<file path="src/rtl/sccb_arbiter.sv">
// sccb_arbiter: round-robin sharing of one SCCB/I2C write engine between
// several register-write requesters. Frames each 24-bit write with the
// device address, retries on NACK, times out a stuck engine, and reports a
// one-cycle done/err pulse back to the requester that owned the engine.
module sccb_arbiter #(
  parameter int         NUM_REQ     = 3,
  parameter logic [7:0] DEV_ADDR    = 8'h78,
  parameter int         MAX_RETRY   = 2,
  parameter int         TIMEOUT_CYC = 1023
) (
  input  logic                   clock_20k,
  input  logic                   camera_rst,
  input  logic [NUM_REQ-1:0]     req,
  input  logic [24*NUM_REQ-1:0]  req_data,
  output logic [NUM_REQ-1:0]     grant,
  output logic [NUM_REQ-1:0]     done,
  output logic [NUM_REQ-1:0]     err,
  output logic                   busy,
  output logic [31:0]            i2c_data,
  output logic                   start,
  input  logic                   tr_end,
  input  logic                   ack
);

  localparam int IDX_W   = (NUM_REQ > 1) ? $clog2(NUM_REQ) : 1;
  localparam int RETRY_W = (MAX_RETRY > 0) ? $clog2(MAX_RETRY + 1) : 1;
  localparam int TOUT_W  = (TIMEOUT_CYC > 1) ? $clog2(TIMEOUT_CYC + 1) : 1;

  typedef enum logic [1:0] {
    IDLE    = 2'd0,
    ACTIVE  = 2'd1,
    CHECK   = 2'd2,
    RELEASE = 2'd3
  } state_t;

  state_t               state, state_nxt;
  logic [IDX_W-1:0]     rr_ptr, rr_nxt;
  logic [IDX_W-1:0]     owner, owner_nxt;
  logic [RETRY_W-1:0]   retry_cnt, retry_nxt;
  logic [TOUT_W-1:0]    tout_cnt, tout_nxt, tout_inc;
  logic [NUM_REQ-1:0]   grant_nxt, done_nxt, err_nxt, owner_hot;
  logic                 start_nxt, busy_nxt;
  logic [31:0]          data_nxt;

  logic                 win_found;
  logic [IDX_W-1:0]     win_idx;
  int                   cand;

  assign owner_hot = NUM_REQ'(1) << owner;
  assign tout_inc  = tout_cnt + TOUT_W'(1);

  // Pick the first pending requester at or above the RR pointer, wrapping.
  always_comb begin
    win_found = 1'b0;
    win_idx   = '0;
    cand      = 0;
    for (int k = 0; k < NUM_REQ; k++) begin
      cand = int'(rr_ptr) + k;
      if (cand >= NUM_REQ) cand = cand - NUM_REQ;
      if (!win_found && req[cand]) begin
        win_found = 1'b1;
        win_idx   = IDX_W'(cand);
      end
    end
  end

  // Next-state and next-output logic; every output is registered from here.
  always_comb begin
    state_nxt = state;
    rr_nxt    = rr_ptr;
    owner_nxt = owner;
    retry_nxt = retry_cnt;
    tout_nxt  = tout_cnt;
    grant_nxt = grant;
    done_nxt  = '0;
    err_nxt   = '0;
    start_nxt = start;
    data_nxt  = i2c_data;

    unique case (state)
      IDLE: begin
        if (win_found) begin
          data_nxt  = {DEV_ADDR, req_data[24*int'(win_idx) +: 24]};
          owner_nxt = win_idx;
          grant_nxt = NUM_REQ'(1) << win_idx;
          start_nxt = 1'b1;
          retry_nxt = '0;
          tout_nxt  = '0;
          state_nxt = ACTIVE;
        end
      end
      ACTIVE: begin
        tout_nxt = tout_inc;
        if (tr_end) begin
          start_nxt = 1'b0;
          state_nxt = CHECK;
        end else if (tout_inc == TOUT_W'(TIMEOUT_CYC)) begin
          start_nxt = 1'b0;
          err_nxt   = owner_hot;
          state_nxt = RELEASE;
        end
      end
      CHECK: begin
        if (!ack) begin
          done_nxt  = owner_hot;
          state_nxt = RELEASE;
        end else if (retry_cnt < RETRY_W'(MAX_RETRY)) begin
          retry_nxt = retry_cnt + RETRY_W'(1);
          tout_nxt  = '0;
          start_nxt = 1'b1;
          state_nxt = ACTIVE;
        end else begin
          err_nxt   = owner_hot;
          state_nxt = RELEASE;
        end
      end
      RELEASE: begin
        grant_nxt = '0;
        rr_nxt    = (owner == IDX_W'(NUM_REQ - 1)) ? '0 : owner + IDX_W'(1);
        state_nxt = IDLE;
      end
      default: state_nxt = IDLE;
    endcase

    busy_nxt = (state_nxt != IDLE);
  end

  // State and output registers with synchronous reset.
  always_ff @(posedge clock_20k) begin
    if (camera_rst) begin
      state     <= IDLE;
      rr_ptr    <= '0;
      owner     <= '0;
      retry_cnt <= '0;
      tout_cnt  <= '0;
      grant     <= '0;
      done      <= '0;
      err       <= '0;
      busy      <= 1'b0;
      start     <= 1'b0;
      i2c_data  <= '0;
    end else begin
      state     <= state_nxt;
      rr_ptr    <= rr_nxt;
      owner     <= owner_nxt;
      retry_cnt <= retry_nxt;
      tout_cnt  <= tout_nxt;
      grant     <= grant_nxt;
      done      <= done_nxt;
      err       <= err_nxt;
      busy      <= busy_nxt;
      start     <= start_nxt;
      i2c_data  <= data_nxt;
    end
  end

endmodule

</file>
<file path="config.mk">
export PLATFORM = sky130hd
export DESIGN_NAME = sccb_arbiter
export DESIGN_NICKNAME = d
export VERILOG_FILES = /design/src/rtl/sccb_arbiter.sv
export SDC_FILE = /design/constraint.sdc
export NUM_CORES = 1
export LEC_CHECK = 0
export CORE_ASPECT_RATIO = 2
export CORE_MARGIN = 10
export CORE_UTILIZATION = 48
export DETAILED_ROUTE_END_ITERATION = 8
export GPL_TIMING_DRIVEN = 0
export PLACE_DENSITY_LB_ADDON = 0.12
export SYNTH_ARGS = -nofsm -noshare
export SYNTH_HDL_FRONTEND = slang
export SYNTH_SLANG_ARGS = --single-unit
</file>
<file path="constraint.sdc">
create_clock -name clock_20k -period 5.7 [get_ports clock_20k]
set_input_delay 0.855 -clock clock_20k [delete_from_list [all_inputs] [get_ports clock_20k]]
set_output_delay 0.855 -clock clock_20k [all_outputs]
set_load 0.02 [all_outputs]
</file>
==> out/results.tsv <==
metric	value	unit
post-synthesis mux area share	1.55	%
placer congestion estimate	0.911	
Ant. Diodes	0	
Initial DRC Count	192	
initial antenna violation count	0	
max_slew headroom	54.4	%
Top Ports	122	
first-pass GRT wire length	18300	um
cts bufs inserted	5	
row count	42	
grt ovf	0	
dominant cell by count in the synthesized netlist	dfxtp_1	
synth top area cells	dfxtp_1, a22oi_2, nor2_1	
Synth Flop Type	dfxtp_1	
Setup-failing EPs final	0	
die footprint	10600	um^2
FF+latch count, synth	54	
status	completed	
Critical Path RT	5.84	ns
XOR/XNOR Fraction of Synth Area	0.543	%
pin count of the biggest net entering global routing	17	
sequential area share after synthesis	33.5	%
drt total wl	11600	um
nets	579	
clk slew on worst S/H paths	0.07	ns
critical path endpoint category	register	
Post-Synth Simple-Gate Area	16.6	%
power density cells	385	nW/um^2
Post-Place Cell Area	4510	um^2
sum of negative setup slack	0	ns
library cells used by synthesis	58	
number of sinks on the clock net	54	
Clock Skews	0.00498	ns
CP arrival	3.08	ns
CTS root buf	clkbuf_16	
Port Buf Inserts	116	
clock latency on the worst-skew pair	0.30	ns
Worst Max-Slew Pin Slew	0.684	ns
number of enable flip-flop cells after synthesis	0	
vias	3460	
initial cell density of the core	49.1	%
Max-cap violations	0	
Core Footprint	6570	um^2
Synth warnings	0	
RSZ-0062 raised after global routing	false	
Setup CP Type	in2reg	
Crit Path Max Fanout	9	
WL/cell	19.9	um
worst slack, placed	2.49	ns
Hold Path Class	reg2reg	
area leader, netlist	dfxtp_1	
Routed Antenna Nets	0	
Tcrit/Tclk final	51.7	%
vias per cell	5.96	
Total GRT Usage	21.5	%
final worst slack	2.76	ns
cts hold-fix bufs	0	
largest family of logic cells by synthesized area	compound AO/OA/AOI/OAI gates	
number of global-route vias before repair	3529	
asr flop ratio synth	0	%
Pins Over Slew Limit	0	
hpwl dp	9220	um
Vert. Die Dim	136	um
Leak	0.00165	uW
layout cells sized above 1	13.0	%
Netlist Area Pre-Place	3220	um^2
post-route cell area	4670	um^2
CTS resizes	0	
CTS tree	yes	
startpoint class of the critical path	primary input	
CTS max path bufs	2	
post-synth top area share	33.5	%
Fmax achieved	340	MHz
DRC violations left	0	
Post-CTS Setup Bufs	0	
Layout area overhead	45.0	%
Post-synth top cells	dfxtp_1, nor2_1, o21ai_0	
syn avg cell area	8.81	um^2
Die Wd	77.9	um
Compound-Gate Fraction of Synth Area	35.2	%
Mapped Cells	366	
Period minus WS final	2.94	ns
H-tree depth	2	
Final Hold Fails	0	
Adder-Cell Fraction of Synth Area	3.42	%
first drt pass iteration count	6	
Max IR drop VDD	236	uV
==> layer usage <==
metal	vias up	part of all wire (%)	global-route usage [%]
li1	1625	-	-
met2	139	54	41.3
met3	35	5.7	3.97
met1	1661	36	21.0
met4	0	4.4	10.8
met5	-	0	0
==> state kept, by name, indices dropped and copies added (netlist names) <==
signal and flops:
state 2, retry_cnt 2, i2c_data 25, err 3, busy 1, owner 2
grant 3, tout_cnt 10, start 1, done 3, rr_ptr 2
==> metrics by stage <==
stage	total power (uW)	utilization (%)	instances	hold WS, ns
2_1_floorplan	1090	-	369	0.449
3_3_place_gp	1430	68.6	573	0.465
3_5_place_dp	1460	68.6	573	0.483
4_1_cts	1810	71.1	581	0.492
5_1_grt	1910	71.1	581	0.517
6_report	1800	71.1	581	0.492
==> logic make-up after synthesis <==
family	Yosys count
xor gates and xnor gates	2
DFF	54
AOI/OAI and AO/OA	136
and+or+nand+nor	105
muxes	5
other	1
buffers and inverters	54
adders and majority gates	9
==> cells in the final DEF, fill, tap and decap left out, types with 3 or more instances in the layout <==
| cell | synthesis | final |
|---|---|---|
| a211oi_1 | 6 | 6 |
| a21oi_1 | 16 | 16 |
| a22oi_1 | 10 | 10 |
| a22oi_2 | 15 | 15 |
| a311oi_1 | 15 | 15 |
| a311oi_2 | 9 | 9 |
| a31oi_1 | 5 | 5 |
| and2_1 | 4 | 4 |
| buf_2 | 7 | 7 |
| buf_4 | 11 | 11 |
| buf_6 | 3 | 3 |
| clkbuf_1 | 17 | 18 |
| clkbuf_16 | 0 | 5 |
| clkdlybuf4s50_1 | 0 | 116 |
| conb_1 | 1 | 4 |
| dfxtp_1 | 54 | 54 |
| ha_1 | 8 | 8 |
| inv_1 | 15 | 15 |
| mux2i_1 | 5 | 5 |
| nand2_1 | 13 | 13 |
| nand2b_1 | 6 | 6 |
| nand3_1 | 8 | 8 |
| nand4_1 | 5 | 5 |
| nor2_1 | 39 | 39 |
| nor3_1 | 9 | 9 |
| nor4_1 | 3 | 3 |
| o21ai_0 | 28 | 28 |
| o21ai_1 | 5 | 5 |
| o31ai_1 | 3 | 3 |
| o32ai_2 | 4 | 4 |
| or3_1 | 5 | 5 |
==> power by group <==
group	internal, uW	total, uW	leakage, uW	switching [uW]
Clock	208	351	0.0000771	143
Sequential	472	528	0.000443	55.9
Combinational	398	919	0.00113	521
Total	1080	1800	0.00165	720
==> worst paths after layout <==
| check | startpoint | to | slack, ns | depth (start not counted) |
|---|---|---|---|---|
| max | req[2] | tout_cnt[2] | 2.76 | 6 |
| min | grant[0] | grant[0] | 0.49 | 2 |
| max reg2reg | rr_ptr[0] | tout_cnt[2] | 3.20 | 8 |
| min reg2reg | grant[0] | grant[0] | 0.49 | 2 |
==> final cells by class <==
class,instances,area (um^2)
flip-flops and latches,54,1080
well taps,88,110
repair buffers,116,1160
clock buffers,6,129
clock inverters,2,37.5
plain buffers,39,235
multi-input cells,261,1860
inverters,15,56.3
fillers,540,1900
==> critical path: stages <==
cell	delay (ns)
clkdlybuf4s50_1	0.59
nor2_1	0.18
o211a_1	0.31
o21ai_2	0.36
nand3_2	0.29
o41ai_1	0.50
(Power assumes the default switching activity.)
